**src/rtl/alu_share_if.sv**
```systemverilog
// Bundle of requester, response and ALU-side signals for the shared-ALU arbiter.
// The slave modport is the arbiter's view; master is the surrounding system.
interface alu_share_if #(
  parameter int WIDTH = 32,
  parameter int CTRLW = 3
);
  logic             req0_valid;
  logic             req0_ready;
  logic [WIDTH-1:0] req0_a;
  logic [WIDTH-1:0] req0_b;
  logic [CTRLW-1:0] req0_ctrl;

  logic             req1_valid;
  logic             req1_ready;
  logic [WIDTH-1:0] req1_a;
  logic [WIDTH-1:0] req1_b;
  logic [CTRLW-1:0] req1_ctrl;

  logic             rsp0_valid;
  logic             rsp1_valid;
  logic             rsp_ready;
  logic [WIDTH-1:0] rsp_result;
  logic             rsp_zero;
  logic             rsp_err;

  logic [WIDTH-1:0] alu_srca;
  logic [WIDTH-1:0] alu_srcb;
  logic [CTRLW-1:0] alu_ctrl;
  logic [WIDTH-1:0] alu_result;
  logic             alu_zero;

  logic             busy;

  modport slave (
    input  req0_valid, req0_a, req0_b, req0_ctrl,
    input  req1_valid, req1_a, req1_b, req1_ctrl,
    input  rsp_ready, alu_result, alu_zero,
    output req0_ready, req1_ready,
    output rsp0_valid, rsp1_valid, rsp_result, rsp_zero, rsp_err,
    output alu_srca, alu_srcb, alu_ctrl, busy
  );

  modport master (
    output req0_valid, req0_a, req0_b, req0_ctrl,
    output req1_valid, req1_a, req1_b, req1_ctrl,
    output rsp_ready, alu_result, alu_zero,
    input  req0_ready, req1_ready,
    input  rsp0_valid, rsp1_valid, rsp_result, rsp_zero, rsp_err,
    input  alu_srca, alu_srcb, alu_ctrl, busy
  );
endinterface

```
**src/rtl/alu_share_arbiter.sv**
```systemverilog
// Two-requester round-robin (or fixed-priority) front end for one shared ALU.
// Each op runs IDLE -> EXEC -> RESP; illegal control codes skip EXEC.
module alu_share_arbiter #(
  parameter int WIDTH   = 32,
  parameter int CTRLW   = 3,
  parameter bit FIXPRIO = 1'b0
) (
  input  logic         clk,
  input  logic         reset,
  alu_share_if.slave   bus
);

  typedef enum logic [1:0] {IDLE, EXEC, RESP} state_e;

  state_e           state_q, state_d;
  logic             last_grant_q, last_grant_d;
  logic             owner_q, owner_d;
  logic [WIDTH-1:0] srca_q, srca_d;
  logic [WIDTH-1:0] srcb_q, srcb_d;
  logic [CTRLW-1:0] ctrl_q, ctrl_d;
  logic [WIDTH-1:0] result_q, result_d;
  logic             zero_q, zero_d;
  logic             err_q, err_d;
  logic             rsp0_q, rsp0_d;
  logic             rsp1_q, rsp1_d;
  logic             busy_q, busy_d;

  logic             gnt0, gnt1, acc0, acc1;
  logic [WIDTH-1:0] sel_a, sel_b;
  logic [CTRLW-1:0] sel_ctrl;

  // A tie goes to req0 unless req0 was the last requester served.
  assign gnt0 = bus.req0_valid & (~bus.req1_valid | FIXPRIO | last_grant_q);
  assign gnt1 = bus.req1_valid & ~gnt0;
  assign acc0 = reset & (state_q == IDLE) & gnt0;
  assign acc1 = reset & (state_q == IDLE) & gnt1;

  assign sel_a    = acc1 ? bus.req1_a    : bus.req0_a;
  assign sel_b    = acc1 ? bus.req1_b    : bus.req0_b;
  assign sel_ctrl = acc1 ? bus.req1_ctrl : bus.req0_ctrl;

  always_comb begin
    // NOTE: every next-state value defaults to its register so no path infers a latch.
    state_d      = state_q;
    last_grant_d = last_grant_q;
    owner_d      = owner_q;
    srca_d       = srca_q;
    srcb_d       = srcb_q;
    ctrl_d       = ctrl_q;
    result_d     = result_q;
    zero_d       = zero_q;
    err_d        = err_q;
    rsp0_d       = rsp0_q;
    rsp1_d       = rsp1_q;

    unique case (state_q)
      IDLE: begin
        if (acc0 | acc1) begin
          owner_d      = acc1;
          last_grant_d = acc1;
          if (sel_ctrl[CTRLW-1]) begin
            state_d  = RESP;
            result_d = '0;
            zero_d   = 1'b1;
            err_d    = 1'b1;
            rsp0_d   = ~acc1;
            rsp1_d   = acc1;
          end else begin
            state_d = EXEC;
            srca_d  = sel_a;
            srcb_d  = sel_b;
            ctrl_d  = sel_ctrl;
          end
        end
      end
      EXEC: begin
        state_d  = RESP;
        result_d = bus.alu_result;
        zero_d   = bus.alu_zero;
        err_d    = 1'b0;
        srca_d   = '0;
        srcb_d   = '0;
        ctrl_d   = '0;
        rsp0_d   = ~owner_q;
        rsp1_d   = owner_q;
      end
      RESP: begin
        if (bus.rsp_ready) begin
          state_d = IDLE;
          rsp0_d  = 1'b0;
          rsp1_d  = 1'b0;
        end
      end
      default: state_d = IDLE;
    endcase

    busy_d = (state_d != IDLE);
  end

  always_ff @(posedge clk) begin
    // NOTE: sequential state uses <= only; every register, data included, is cleared so outputs are defined after reset.
    if (!reset) begin
      state_q      <= IDLE;
      last_grant_q <= 1'b1;
      owner_q      <= 1'b0;
      srca_q       <= '0;
      srcb_q       <= '0;
      ctrl_q       <= '0;
      result_q     <= '0;
      zero_q       <= 1'b0;
      err_q        <= 1'b0;
      rsp0_q       <= 1'b0;
      rsp1_q       <= 1'b0;
      busy_q       <= 1'b0;
    end else begin
      state_q      <= state_d;
      last_grant_q <= last_grant_d;
      owner_q      <= owner_d;
      srca_q       <= srca_d;
      srcb_q       <= srcb_d;
      ctrl_q       <= ctrl_d;
      result_q     <= result_d;
      zero_q       <= zero_d;
      err_q        <= err_d;
      rsp0_q       <= rsp0_d;
      rsp1_q       <= rsp1_d;
      busy_q       <= busy_d;
    end
  end

  // Outputs are forced low for as long as reset is held, not just after the edge.
  assign bus.req0_ready = acc0;
  assign bus.req1_ready = acc1;
  assign bus.rsp0_valid = reset & rsp0_q;
  assign bus.rsp1_valid = reset & rsp1_q;
  assign bus.rsp_result = {WIDTH{reset}} & result_q;
  assign bus.rsp_zero   = reset & zero_q;
  assign bus.rsp_err    = reset & err_q;
  assign bus.alu_srca   = {WIDTH{reset}} & srca_q;
  assign bus.alu_srcb   = {WIDTH{reset}} & srcb_q;
  assign bus.alu_ctrl   = {CTRLW{reset}} & ctrl_q;
  assign bus.busy       = reset & busy_q;

endmodule

```
**src/flat_wrapper.sv**
```systemverilog
// flat-port wrapper written by rule: the top's interface ports become plain ports
module alu_share_arbiter_flat 
#(
  parameter int WIDTH   = 32,
  parameter int CTRLW   = 3,
  parameter bit FIXPRIO = 1'b0
)
  (clk, reset, bus_req0_valid, bus_req0_a, bus_req0_b, bus_req0_ctrl, bus_req1_valid, bus_req1_a, bus_req1_b, bus_req1_ctrl, bus_rsp_ready, bus_alu_result, bus_alu_zero, bus_req0_ready, bus_req1_ready, bus_rsp0_valid, bus_rsp1_valid, bus_rsp_result, bus_rsp_zero, bus_rsp_err, bus_alu_srca, bus_alu_srcb, bus_alu_ctrl, bus_busy);
  alu_share_if #(.WIDTH(WIDTH), .CTRLW(CTRLW)) bus_i ();
  input  logic clk;
  input  logic reset;
  input wire logic [$bits(bus_i.req0_valid)-1:0] bus_req0_valid;
  input wire logic [$bits(bus_i.req0_a)-1:0] bus_req0_a;
  input wire logic [$bits(bus_i.req0_b)-1:0] bus_req0_b;
  input wire logic [$bits(bus_i.req0_ctrl)-1:0] bus_req0_ctrl;
  input wire logic [$bits(bus_i.req1_valid)-1:0] bus_req1_valid;
  input wire logic [$bits(bus_i.req1_a)-1:0] bus_req1_a;
  input wire logic [$bits(bus_i.req1_b)-1:0] bus_req1_b;
  input wire logic [$bits(bus_i.req1_ctrl)-1:0] bus_req1_ctrl;
  input wire logic [$bits(bus_i.rsp_ready)-1:0] bus_rsp_ready;
  input wire logic [$bits(bus_i.alu_result)-1:0] bus_alu_result;
  input wire logic [$bits(bus_i.alu_zero)-1:0] bus_alu_zero;
  output wire logic [$bits(bus_i.req0_ready)-1:0] bus_req0_ready;
  output wire logic [$bits(bus_i.req1_ready)-1:0] bus_req1_ready;
  output wire logic [$bits(bus_i.rsp0_valid)-1:0] bus_rsp0_valid;
  output wire logic [$bits(bus_i.rsp1_valid)-1:0] bus_rsp1_valid;
  output wire logic [$bits(bus_i.rsp_result)-1:0] bus_rsp_result;
  output wire logic [$bits(bus_i.rsp_zero)-1:0] bus_rsp_zero;
  output wire logic [$bits(bus_i.rsp_err)-1:0] bus_rsp_err;
  output wire logic [$bits(bus_i.alu_srca)-1:0] bus_alu_srca;
  output wire logic [$bits(bus_i.alu_srcb)-1:0] bus_alu_srcb;
  output wire logic [$bits(bus_i.alu_ctrl)-1:0] bus_alu_ctrl;
  output wire logic [$bits(bus_i.busy)-1:0] bus_busy;
  assign bus_i.req0_valid = bus_req0_valid;
  assign bus_i.req0_a = bus_req0_a;
  assign bus_i.req0_b = bus_req0_b;
  assign bus_i.req0_ctrl = bus_req0_ctrl;
  assign bus_i.req1_valid = bus_req1_valid;
  assign bus_i.req1_a = bus_req1_a;
  assign bus_i.req1_b = bus_req1_b;
  assign bus_i.req1_ctrl = bus_req1_ctrl;
  assign bus_i.rsp_ready = bus_rsp_ready;
  assign bus_i.alu_result = bus_alu_result;
  assign bus_i.alu_zero = bus_alu_zero;
  assign bus_req0_ready = bus_i.req0_ready;
  assign bus_req1_ready = bus_i.req1_ready;
  assign bus_rsp0_valid = bus_i.rsp0_valid;
  assign bus_rsp1_valid = bus_i.rsp1_valid;
  assign bus_rsp_result = bus_i.rsp_result;
  assign bus_rsp_zero = bus_i.rsp_zero;
  assign bus_rsp_err = bus_i.rsp_err;
  assign bus_alu_srca = bus_i.alu_srca;
  assign bus_alu_srcb = bus_i.alu_srcb;
  assign bus_alu_ctrl = bus_i.alu_ctrl;
  assign bus_busy = bus_i.busy;
  alu_share_arbiter #(.WIDTH(WIDTH), .CTRLW(CTRLW), .FIXPRIO(FIXPRIO)) u_core (.clk(clk), .reset(reset), .bus(bus_i));
endmodule
```
**config.mk**
```make
export PLATFORM = sky130hd
export DESIGN_NAME = alu_share_arbiter_flat
export DESIGN_NICKNAME = d
export VERILOG_FILES = /design/src/rtl/alu_share_if.sv /design/src/rtl/alu_share_arbiter.sv /design/src/flat_wrapper.sv
export SDC_FILE = /design/constraint.sdc
export NUM_CORES = 1
export LEC_CHECK = 0
export BUFFER_PORTS_ARGS = -buffer_cell sky130_fd_sc_hd__buf_4
export CORE_MARGIN = 10
export CORE_UTILIZATION = 35
export DETAILED_ROUTE_END_ITERATION = 10
export MAX_ROUTING_LAYER = met4
export PLACE_DENSITY = 0.76
export SYNTH_ARGS = -nofsm -noshare
export SYNTH_HDL_FRONTEND = slang
export SYNTH_SLANG_ARGS = --single-unit
```
**constraint.sdc**
```tcl
create_clock -name clk -period 2.5 [get_ports clk]
set_clock_uncertainty 0.2 [all_clocks]
set_input_delay 0.375 -clock clk [delete_from_list [all_inputs] [get_ports clk]]
set_output_delay 0.375 -clock clk [all_outputs]
set_load 0.02 [all_outputs]
```
==> out/qor.txt <==
status: finished, final reports clean
time the worst path needs with I/O delays and setup: 2380 ps
Critical Path Fanout Max: 5
Max Cap Viol: 0
Synth Flop Type: dfxtp_1
EDFF count, synth: 0
power density over the cells: 654 mW/mm^2
Synth Instances: 542
Min Hold Slack: 51.7 ps
placer congestion estimate: 0.885
largest net degree at the start of global routing: 54
CTS Hold Bufs: 0
Setup TNS: 0 ps
post-layout util: 0.539
Max IR drop VDD: 0.000307 V
post-synthesis sequential area ratio: 0.437
Inst Count DP: 967
crit-path max cell delay: 360 ps
CTS tree: yes
Root Driver: clkbuf_16
FF+latch area: 0.00214 sq mm
die area: 0.0192 sq mm
CP Class: flop to output pin
initial core utilization: 0.355
layout cells sized above 1: 0.400
vias in the first global route: 4812
WP buf/inv: 3
first-pass GRT wire length: 25400 microns
row count: 43
Max Slew Vio Count: 0
WP data arrival: 1800 ps
average cell area after synthesis: 9.05 sq um
Core Box Area: 0.0138 sq mm
antenna viol nets, final: 0
# IOs: 278
Initial DRT Pass Iterations: 4
final hold vios: 0
total wire length: 16600 microns
worst hold path type: input pin to flop
initial antenna violation count: 0
most common cell after layout, fill and taps aside: buf_4
crit path cell chain: inv_1 > ha_1 > nand2_1 > or2_4 > inv_1 > buf_4
Clock Tree Buf Depth: 2
Fillers: 1283
Post-synth ARST share: 0
most numerous cell on the critical path: inv_1
port buffer count: 276
Setup crit start kind: flop
Final Setup Violations: 0
routed vias: 4710
Synthesis Warnings: 0
Layout area overhead: 52.0%
crit share post-route: 0.951
Wirelength per Cell: 16.9 microns
synthesis-stage register bit count: 107
Multi-input gate area: 0.00226 sq mm
Max Freq: 0.421 GHz
clk slew on worst S/H paths: 70 ps
Worst setup EP type: output pin
1st-iter DRT viols: 137
Top delay family on crit path: simple AND/OR/NAND/NOR gates
Post-Syn Area: 0.00491 sq mm
# nets final: 974
DRC Markers: 0
RSZ-0062 raised after global routing: false
Post CTS Setup Buffer Count: 0
Num CTS Buffers: 9
GR Overflow Total: 0
Die H: 138 microns
CP max-delay cell: dfxtp_1
CTS sink cnt: 107
CTS H-tree depth: 3
total power: 4.88 mW
syn nets: 718
Netlist cell types: 36
most frequent cells in the layout: buf_4, dfxtp_1, inv_1, nand2_1, mux2i_1
Via density: 4.79
HPWL reported at the end of detailed placement: 13000 microns
cts repair resizes: 0
antenna cells: 0
Lkg Pwr: 4.36 nW
Clock Latency Late Sink: 340 ps
GRT Overall Usage: 0.167
Req. time, crit path: 1920 ps
Final Non-Filler Cells: 983
die span in x: 138 microns
==> synthesized netlist by cell type (2+ instances only) <==
cell | n | area share
a22o_1 | 33 | 0.059
nand2_1 | 72 | 0.055
ha_1 | 4 | 0.010
o22ai_1 | 58 | 0.074
nor2b_1 | 3 | 0.0038
nor3_1 | 3 | 0.0031
and2_1 | 35 | 0.045
buf_6 | 8 | 0.018
o22ai_2 | 10 | 0.026
a31oi_1 | 2 | 0.0025
dfxtp_1 | 107 | 0.44
or2_2 | 3 | 0.0038
nand3_1 | 2 | 0.0020
clkbuf_1 | 21 | 0.016
nor2_1 | 3 | 0.0023
inv_1 | 75 | 0.057
o31ai_1 | 2 | 0.0031
a21oi_1 | 3 | 0.0031
buf_2 | 13 | 0.013
o32a_1 | 2 | 0.0041
mux2i_1 | 68 | 0.14
==> metrics by stage <==
stage | worst slack [ps] | cell area (sq um)
after global placement | 305 | 7140
after CTS | 103 | 7460
final | 123 | 7460
after floorplan | 362 | 4910
after global routing | 8.38 | 7460
after detailed placement | 239 | 7140
==> where the power goes <==
group          switching, mW  internal, mW
sequential            0.0614          1.91
combinational          0.739         0.660
clock                  0.621         0.880
==> final timing paths <==
kind	cells after the start	start	slack, ps	endpoint
worst min-delay path	2	bus_alu_result[2]	50	u_core.result_q[2]$_SDFFE_PN0P_
worst max-delay path	6	u_core.state_q[0]$_SDFF_PN0_	120	bus_req1_ready
worst min register to register	2	u_core.srcb_q[26]$_SDFFE_PN0P_	290	u_core.srcb_q[26]$_SDFFE_PN0P_
worst max register to register	6	u_core.state_q[0]$_SDFF_PN0_	310	u_core.srca_q[11]$_SDFFE_PN0P_
==> sequential cells by signal (all words and copies together), names as in the netlist, 2 cells and up <==
register	flops
u_core.srcb_q	32
u_core.state_q	2
u_core.ctrl_q	2
u_core.result_q	32
u_core.srca_q	32
==> final cells by class <==
cell class                      count  share of cell area
Multi-Input combinational cell    317               0.304
Timing Repair Buffer              288               0.298
Sequential cell                   107               0.287
Inverter                           75              0.0378
Clock buffer                       10              0.0307
Tap cell                          180              0.0302
Clock inverter                      6              0.0119
==> logic make-up after synthesis <==
kind of cell | share of synthesized area
and+or+nand+nor | 0.120
other | 0.000764
DFF | 0.437
adders and majority gates | 0.0102
AOI/OAI and AO/OA | 0.187
muxes | 0.139
buffers and inverters | 0.107
==> worst reg2reg max path, stage by stage (launching register included) <==
cell     delay, ps
dfxtp_1        360
inv_1          100
ha_1           300
nand2_1        160
or3_2          490
buf_4          280
o22ai_1        220
==> metal layers <==
metal / wire, microns / global-route usage / vias up
met2: 7940 / 0.271 / 191
met3: 1160 / 0.0469 / 14
li1: - / - / 2371
met5: 0 / - / -
met1: 7300 / 0.197 / 2134
met4: 228 / 0.0499 / 0
No activity file was read; power rests on OpenSTA's default activity.
